**src/rtl/dmem_access_arbiter_if.sv**
```systemverilog
// Bundles the CPU, DMA and data-memory signals of the data-memory access arbiter.
// master = requesters plus memory (environment side), slave = the arbiter itself.
interface dmem_access_arbiter_if #(
  parameter int ADDR_W = 32,
  parameter int DATA_W = 32
) ();

  logic              cpu_req;
  logic              cpu_we;
  logic [ADDR_W-1:0] cpu_addr;
  logic [DATA_W-1:0] cpu_wdata;
  logic [DATA_W-1:0] cpu_rdata;
  logic              cpu_done;
  logic              cpu_stall;

  logic              dma_req;
  logic              dma_we;
  logic [ADDR_W-1:0] dma_addr;
  logic [DATA_W-1:0] dma_wdata;
  logic [DATA_W-1:0] dma_rdata;
  logic              dma_done;

  logic [ADDR_W-1:0] mem_addr;
  logic [DATA_W-1:0] mem_wdata;
  logic              mem_write;
  logic              mem_read;
  logic [DATA_W-1:0] mem_rdata;

  logic              addr_err;

  modport master (
    output cpu_req, cpu_we, cpu_addr, cpu_wdata,
    input  cpu_rdata, cpu_done, cpu_stall,
    output dma_req, dma_we, dma_addr, dma_wdata,
    input  dma_rdata, dma_done,
    input  mem_addr, mem_wdata, mem_write, mem_read,
    output mem_rdata,
    input  addr_err
  );

  modport slave (
    input  cpu_req, cpu_we, cpu_addr, cpu_wdata,
    output cpu_rdata, cpu_done, cpu_stall,
    input  dma_req, dma_we, dma_addr, dma_wdata,
    output dma_rdata, dma_done,
    output mem_addr, mem_wdata, mem_write, mem_read,
    input  mem_rdata,
    output addr_err
  );

endinterface

```
**src/rtl/dmem_access_arbiter.sv**
```systemverilog
// Shares a single-port data memory between the CPU MEM stage and a DMA port.
// Optional macro DMA_FAIRNESS_EN: grant DMA after STARVE_LIMIT CPU grants while it waits.
module dmem_access_arbiter #(
  parameter int ADDR_W       = 32,
  parameter int DATA_W       = 32,
  parameter int MEM_BYTES    = 40,
  parameter int WAIT_CYCLES  = 1,
  parameter int STARVE_LIMIT = 4
) (
  input logic                 clk,
  input logic                 reset,
  dmem_access_arbiter_if.slave bus
);

  localparam int                WAIT_W     = (WAIT_CYCLES > 1) ? $clog2(WAIT_CYCLES) : 1;
  localparam logic [WAIT_W-1:0] WAIT_LAST  = WAIT_W'(WAIT_CYCLES - 1);
  localparam logic [ADDR_W:0]   ADDR_LIMIT = (ADDR_W + 1)'(MEM_BYTES);

  if (WAIT_CYCLES < 1 || STARVE_LIMIT < 1) begin : g_param_check
    $error("dmem_access_arbiter: WAIT_CYCLES and STARVE_LIMIT must be >= 1");
  end

  typedef enum logic [1:0] {
    IDLE   = 2'd0,
    ACCESS = 2'd1,
    DONE   = 2'd2
  } state_t;

  typedef enum logic {
    OWN_CPU = 1'b0,
    OWN_DMA = 1'b1
  } owner_t;

  state_t              state;
  owner_t              owner;
  logic                we_q;
  logic [WAIT_W-1:0]   wait_cnt;

  logic [ADDR_W-1:0]   mem_addr_q;
  logic [DATA_W-1:0]   mem_wdata_q;
  logic                mem_write_q;
  logic                mem_read_q;
  logic [DATA_W-1:0]   cpu_rdata_q;
  logic [DATA_W-1:0]   dma_rdata_q;
  logic                cpu_done_q;
  logic                dma_done_q;
  logic                addr_err_q;

  logic                any_req;
  logic                grant_dma;
  logic                sel_we;
  logic [ADDR_W-1:0]   sel_addr;
  logic [DATA_W-1:0]   sel_wdata;
  logic                addr_bad;

`ifdef DMA_FAIRNESS_EN
  localparam int                  STARVE_W   = $clog2(STARVE_LIMIT + 1);
  localparam logic [STARVE_W-1:0] STARVE_MAX = STARVE_W'(STARVE_LIMIT);
  logic [STARVE_W-1:0]            starve_cnt;
`endif

  always_comb begin
    any_req = bus.cpu_req | bus.dma_req;
`ifdef DMA_FAIRNESS_EN
    grant_dma = bus.dma_req & (~bus.cpu_req | (starve_cnt >= STARVE_MAX));
`else
    grant_dma = bus.dma_req & ~bus.cpu_req;
`endif
    sel_we    = grant_dma ? bus.dma_we    : bus.cpu_we;
    sel_addr  = grant_dma ? bus.dma_addr  : bus.cpu_addr;
    sel_wdata = grant_dma ? bus.dma_wdata : bus.cpu_wdata;
    // Widened by one bit so addr+3 cannot wrap past the top of the address space.
    addr_bad  = (sel_addr[1:0] != 2'b00) ||
                (({1'b0, sel_addr} + (ADDR_W + 1)'(3)) >= ADDR_LIMIT);
  end

  always_ff @(posedge clk or negedge reset) begin
    if (!reset) begin
      state       <= IDLE;
      owner       <= OWN_CPU;
      we_q        <= 1'b0;
      wait_cnt    <= '0;
      mem_addr_q  <= '0;
      mem_wdata_q <= '0;
      mem_write_q <= 1'b0;
      mem_read_q  <= 1'b0;
      cpu_rdata_q <= '0;
      dma_rdata_q <= '0;
      cpu_done_q  <= 1'b0;
      dma_done_q  <= 1'b0;
      addr_err_q  <= 1'b0;
`ifdef DMA_FAIRNESS_EN
      starve_cnt  <= '0;
`endif
    end else begin
      cpu_done_q <= 1'b0;
      dma_done_q <= 1'b0;
      addr_err_q <= 1'b0;

      case (state)
        IDLE: begin
`ifdef DMA_FAIRNESS_EN
          if (!bus.dma_req || grant_dma) begin
            starve_cnt <= '0;
          end else if (bus.cpu_req && starve_cnt != STARVE_MAX) begin
            starve_cnt <= starve_cnt + STARVE_W'(1);
          end
`endif
          if (any_req) begin
            owner       <= grant_dma ? OWN_DMA : OWN_CPU;
            we_q        <= sel_we;
            mem_addr_q  <= sel_addr;
            mem_wdata_q <= sel_wdata;
            wait_cnt    <= '0;
            if (addr_bad) begin
              // Rejected accesses skip ACCESS entirely; done/addr_err are raised here
              // so they appear in the DONE cycle, one cycle after the grant.
              state      <= DONE;
              addr_err_q <= 1'b1;
              if (grant_dma) begin
                dma_done_q  <= 1'b1;
                dma_rdata_q <= '0;
              end else begin
                cpu_done_q  <= 1'b1;
                cpu_rdata_q <= '0;
              end
            end else begin
              state       <= ACCESS;
              mem_write_q <= sel_we;
              mem_read_q  <= ~sel_we;
            end
          end
        end

        ACCESS: begin
          if (wait_cnt == WAIT_LAST) begin
            state       <= DONE;
            mem_write_q <= 1'b0;
            mem_read_q  <= 1'b0;
            if (owner == OWN_DMA) begin
              dma_done_q <= 1'b1;
              if (!we_q) dma_rdata_q <= bus.mem_rdata;
            end else begin
              cpu_done_q <= 1'b1;
              if (!we_q) cpu_rdata_q <= bus.mem_rdata;
            end
          end else begin
            wait_cnt <= wait_cnt + WAIT_W'(1);
          end
        end

        DONE: begin
          state <= IDLE;
        end

        default: begin
          state       <= IDLE;
          mem_write_q <= 1'b0;
          mem_read_q  <= 1'b0;
        end
      endcase
    end
  end

  assign bus.mem_addr  = mem_addr_q;
  assign bus.mem_wdata = mem_wdata_q;
  assign bus.mem_write = mem_write_q;
  assign bus.mem_read  = mem_read_q;
  assign bus.cpu_rdata = cpu_rdata_q;
  assign bus.dma_rdata = dma_rdata_q;
  assign bus.cpu_done  = cpu_done_q;
  assign bus.dma_done  = dma_done_q;
  assign bus.addr_err  = addr_err_q;
  assign bus.cpu_stall = bus.cpu_req & ~cpu_done_q;

endmodule
```
**src/flat_wrapper.sv**
```systemverilog
// flat-port wrapper written by rule: the top's interface ports become plain ports
module dmem_access_arbiter_flat 
#(
  parameter int ADDR_W       = 32,
  parameter int DATA_W       = 32,
  parameter int MEM_BYTES    = 40,
  parameter int WAIT_CYCLES  = 1,
  parameter int STARVE_LIMIT = 4
)
  (clk, reset, bus_cpu_req, bus_cpu_we, bus_cpu_addr, bus_cpu_wdata, bus_cpu_rdata, bus_cpu_done, bus_cpu_stall, bus_dma_req, bus_dma_we, bus_dma_addr, bus_dma_wdata, bus_dma_rdata, bus_dma_done, bus_mem_addr, bus_mem_wdata, bus_mem_write, bus_mem_read, bus_mem_rdata, bus_addr_err);
  dmem_access_arbiter_if #(.ADDR_W(ADDR_W), .DATA_W(DATA_W)) bus_i ();
  input logic clk;
  input logic reset;
  input wire logic [$bits(bus_i.cpu_req)-1:0] bus_cpu_req;
  input wire logic [$bits(bus_i.cpu_we)-1:0] bus_cpu_we;
  input wire logic [$bits(bus_i.cpu_addr)-1:0] bus_cpu_addr;
  input wire logic [$bits(bus_i.cpu_wdata)-1:0] bus_cpu_wdata;
  output wire logic [$bits(bus_i.cpu_rdata)-1:0] bus_cpu_rdata;
  output wire logic [$bits(bus_i.cpu_done)-1:0] bus_cpu_done;
  output wire logic [$bits(bus_i.cpu_stall)-1:0] bus_cpu_stall;
  input wire logic [$bits(bus_i.dma_req)-1:0] bus_dma_req;
  input wire logic [$bits(bus_i.dma_we)-1:0] bus_dma_we;
  input wire logic [$bits(bus_i.dma_addr)-1:0] bus_dma_addr;
  input wire logic [$bits(bus_i.dma_wdata)-1:0] bus_dma_wdata;
  output wire logic [$bits(bus_i.dma_rdata)-1:0] bus_dma_rdata;
  output wire logic [$bits(bus_i.dma_done)-1:0] bus_dma_done;
  output wire logic [$bits(bus_i.mem_addr)-1:0] bus_mem_addr;
  output wire logic [$bits(bus_i.mem_wdata)-1:0] bus_mem_wdata;
  output wire logic [$bits(bus_i.mem_write)-1:0] bus_mem_write;
  output wire logic [$bits(bus_i.mem_read)-1:0] bus_mem_read;
  input wire logic [$bits(bus_i.mem_rdata)-1:0] bus_mem_rdata;
  output wire logic [$bits(bus_i.addr_err)-1:0] bus_addr_err;
  assign bus_i.cpu_req = bus_cpu_req;
  assign bus_i.cpu_we = bus_cpu_we;
  assign bus_i.cpu_addr = bus_cpu_addr;
  assign bus_i.cpu_wdata = bus_cpu_wdata;
  assign bus_cpu_rdata = bus_i.cpu_rdata;
  assign bus_cpu_done = bus_i.cpu_done;
  assign bus_cpu_stall = bus_i.cpu_stall;
  assign bus_i.dma_req = bus_dma_req;
  assign bus_i.dma_we = bus_dma_we;
  assign bus_i.dma_addr = bus_dma_addr;
  assign bus_i.dma_wdata = bus_dma_wdata;
  assign bus_dma_rdata = bus_i.dma_rdata;
  assign bus_dma_done = bus_i.dma_done;
  assign bus_mem_addr = bus_i.mem_addr;
  assign bus_mem_wdata = bus_i.mem_wdata;
  assign bus_mem_write = bus_i.mem_write;
  assign bus_mem_read = bus_i.mem_read;
  assign bus_i.mem_rdata = bus_mem_rdata;
  assign bus_addr_err = bus_i.addr_err;
  dmem_access_arbiter #(.ADDR_W(ADDR_W), .DATA_W(DATA_W), .MEM_BYTES(MEM_BYTES), .WAIT_CYCLES(WAIT_CYCLES), .STARVE_LIMIT(STARVE_LIMIT)) u_core (.clk(clk), .reset(reset), .bus(bus_i));
endmodule
```
**config.mk**
```make
export PLATFORM = sky130hd
export DESIGN_NAME = dmem_access_arbiter_flat
export DESIGN_NICKNAME = d
export VERILOG_FILES = /design/src/rtl/dmem_access_arbiter_if.sv /design/src/rtl/dmem_access_arbiter.sv /design/src/flat_wrapper.sv
export SDC_FILE = /design/constraint.sdc
export NUM_CORES = 1
export LEC_CHECK = 0
export BUFFER_PORTS_ARGS = -buffer_cell sky130_fd_sc_hd__buf_4
export CORE_MARGIN = 2
export CORE_UTILIZATION = 30
export CTS_CLUSTER_DIAMETER = 200
export DETAILED_ROUTE_END_ITERATION = 12
export HOLD_SLACK_MARGIN = 0.06
export SYNTH_ARGS = -nofsm -noshare
export SYNTH_HDL_FRONTEND = slang
export SYNTH_SLANG_ARGS = --single-unit
```
**constraint.sdc**
```tcl
create_clock -name clk -period 2.8 [get_ports clk]
set_clock_uncertainty 0.2 [all_clocks]
set_input_delay 0 -clock clk [delete_from_list [all_inputs] [get_ports clk]]
set_output_delay 0 -clock clk [all_outputs]
set_load 0.005 [all_outputs]
```
==> flow_metrics.env <==
export IMPL_cpMostUsedCell="buf_4"
export IMPL_finalInstanceArea_mm2=0.0122
export IMPL_finalHoldViolations=0
export IMPL_power_leakage_nw=5.84
export IMPL_fin_crit_sh_pct=97.4
export IMPL_fin_total_pwr_mw=6.05
export IMPL_h_tree_depth=4
export IMPL_crit_chain="dlygate4sd3_1, buf_4, nand2_1, mux2i_4, nand3_4, nor4_4, buf_4, mux2i_2, nor4_2, and4_4, a211o_4, buf_12, a32o_1"
export IMPL_start_util_pct=30.4
export IMPL_post_place_ws_ps=-511
export IMPL_finalNetCount=1348
export IMPL_vias=7102
export IMPL_cts_tree="built"
export IMPL_ys_seq_elements=137
export IMPL_drv_cap=0
export IMPL_drv_slew=0
export IMPL_p_per_area_mw_per_mm2=496
export IMPL_async_reset_ff_share_pct=100
export IMPL_syn_nets=843
export IMPL_hpwl_um=17000
export IMPL_drtAntennaViolNets=0
export IMPL_yosys_warnings=0
export IMPL_worst_endpoint_arrival_ps=2820
export IMPL_hp_start="bus_mem_rdata[16]"
export IMPL_stdcell_count=1481
export IMPL_dieHeight_um=155
export IMPL_ys_seq_area_share_pct=50.1
export IMPL_critPathMaxStageDelay_ps=530
export IMPL_synth_ff_type="dfrtp_1"
export IMPL_slowest_stage="dlygate4sd3_1"
export IMPL_final_cell_mix="buf_4, dlygate4sd3_1, dfrtp_1"
export IMPL_grt_pass1_wl_um=38000
export IMPL_cts_buffer_depth=2
export IMPL_timing_slew_headroom_pct=44.1
export IMPL_insertion_delay_ps=410
export IMPL_totalWireLength_um=24100
export IMPL_first_global_vias=7301
export IMPL_hold_path_class="input pin to register"
export IMPL_core_area_mm2=0.0225
export IMPL_wl_per_cell_um=16.3
export IMPL_crit_start="bus_dma_addr[20]"
export IMPL_crit_reg2reg_launch="u_core.state[1]"
export IMPL_fin_crit_ps=2730
export IMPL_drc=0
export IMPL_cts_root_buffer="clkbuf_16"
export IMPL_setup_violations=0
export IMPL_dieArea_mm2=0.0240
export IMPL_syn_inst=677
export IMPL_grt_usage_pct=19.9
export IMPL_place_congestion=0.872
export IMPL_syn_area_mm2=0.00684
export IMPL_die_w_um=155
export IMPL_syn_to_final_growth_pct=78.4
export IMPL_start_kind="input pin"
export IMPL_clock_sinks=137
export IMPL_dr_pass1_iters=5
export IMPL_placed_cells=1271
export IMPL_post_dp_cell_area_mm2=0.00976
export IMPL_ys_top_cells_by_area="dfrtp_1, mux2i_1, o21ai_0"
export IMPL_layout_commonest_cell="buf_4"
export IMPL_synth_edf_count=0
export IMPL_worst_slack_ps=71.5
export IMPL_row_count=55
export IMPL_fmax_ghz=0.366
export IMPL_drive_gt1_share_pct=36.2
export IMPL_status="finished clean"
export IMPL_ir_drop_v=0.000337
export IMPL_synth_top_cell_area_share_pct=50.1
export IMPL_cts_buffers=17
export IMPL_grt_remaining_overflow=0
export IMPL_avgSynthCellArea_um2=10.1
export IMPL_grt_antenna_before_repair=1
export IMPL_rsz0062_at_grt="no"
export IMPL_end_kind="register"
export IMPL_synth_top_cell_by_area="dfrtp_1"
export IMPL_drtIter0Drc=331
export IMPL_crit_required_ps=2900
export IMPL_critPathKind="input pin to register"
export IMPL_synth_cell_type_count=55
export IMPL_num_io_pins=300
export IMPL_tns_ps=0
export IMPL_tightest_slew_ps=835
export IMPL_grt_max_degree=92
export IMPL_crit_fanout=18
export IMPL_via_per_inst=4.80
export IMPL_io_buffers=299
export IMPL_clk_pin_slew_ps=70
## metrics by stage
stage | hold WS [ps] | utilization, %
detailed placement | -229 | 43.4
global placement | -234 | 43.4
floorplan | -496 | -
CTS | 148 | 53.8
finish | 175 | 54.2
global route | 169 | 54.2
## where the power goes
| group | switching, mW | total [mW] | internal, mW |
|---|---|---|---|
| sequential | 0.112 | 2.28 | 2.17 |
| clock | 0.945 | 2.37 | 1.43 |
| combinational | 0.594 | 1.40 | 0.806 |
## final cells by class
| cell class | count | area (um2) |
|---|---|---|
| timing repair buffer | 533 | 4560 |
| multi-input combinational | 460 | 3110 |
| clock buffer | 18 | 429 |
| inverter | 33 | 124 |
| fill | 1980 | 10300 |
| tap | 285 | 357 |
| sequential | 137 | 3430 |
| clock inverter | 14 | 186 |
| antenna | 1 | 2.50 |
## synthesized netlist by cell type (all sizes together) (5+ instances only)
library cell  instances
a21oi                12
a32o                 32
buf                  18
clkbuf               29
dfrtp               137
inv                  33
mux2                  8
mux2i                80
nand2                99
nand2b                5
nand3                41
nand4                 7
nor2                 14
nor2b                 5
nor3                 10
o21ai               107
## state kept, by name (all words and copies together) (netlist names)
name	cells
u_core.bus.addr_err	1
u_core.bus.cpu_done	1
u_core.bus.cpu_rdata	32
u_core.bus.dma_done	1
u_core.bus.dma_rdata	32
u_core.bus.mem_addr	32
u_core.bus.mem_read	1
u_core.bus.mem_wdata	32
u_core.bus.mem_write	1
u_core.owner	1
u_core.state	2
u_core.we_q	1
## critical path: cells and delay by family
family,cells,cell delay (ps)
buf+inv,4,990
simple gates,5,800
compound gates,2,560
mux,2,450
## cells by family (layout without fill, tap and decap cells)
kind of cell              Yosys count  in the layout  synth area share (%)
and+or+nand+nor                   201            201                  14.4
AOI/OAI and AO/OA                 170            170                  15.8
DFF                               137            137                  50.1
muxes                              88             88                  14.0
buffers and inverters              80            598                  5.56
xor gates and xnor gates            1              1                 0.128
other                               0              1                     0
## per-layer routing
layer | vias up | global-route usage, % | share of wire, %
li1 | 3429 | - | -
met1 | 3407 | 24.7 | 42
met2 | 237 | 33.9 | 50
met3 | 29 | 4.65 | 6.1
met4 | 0 | 7.28 | 1.8
met5 | - | 0 | 0
## worst paths after layout
path	endpoint	depth (start not counted)	slack, ps
worst max-delay path	u_core.bus.cpu_rdata[7]	13	70
worst min-delay path	u_core.bus.dma_rdata[16]	4	180
worst max register to register	u_core.bus.mem_wdata[6]	5	760
worst min register to register	u_core.bus.mem_wdata[18]	2	280
max in group asynchronous	u_core.bus.mem_addr[14]	4	1440
min in group asynchronous	u_core.bus.mem_wdata[9]	4	470
## repair_timing
| action | in CTS | in global routing |
|---|---|---|
| resized for setup | 0 | 10 |
| setup buffers | 2 | 9 |
| setup endpoints to repair | 53 | 67 |
| hold endpoints to repair | 272 | 0 |
| hold buffers | 168 | 0 |
| pin swaps | 0 | 5 |
Note: power is estimated with default switching activity, not from simulation.
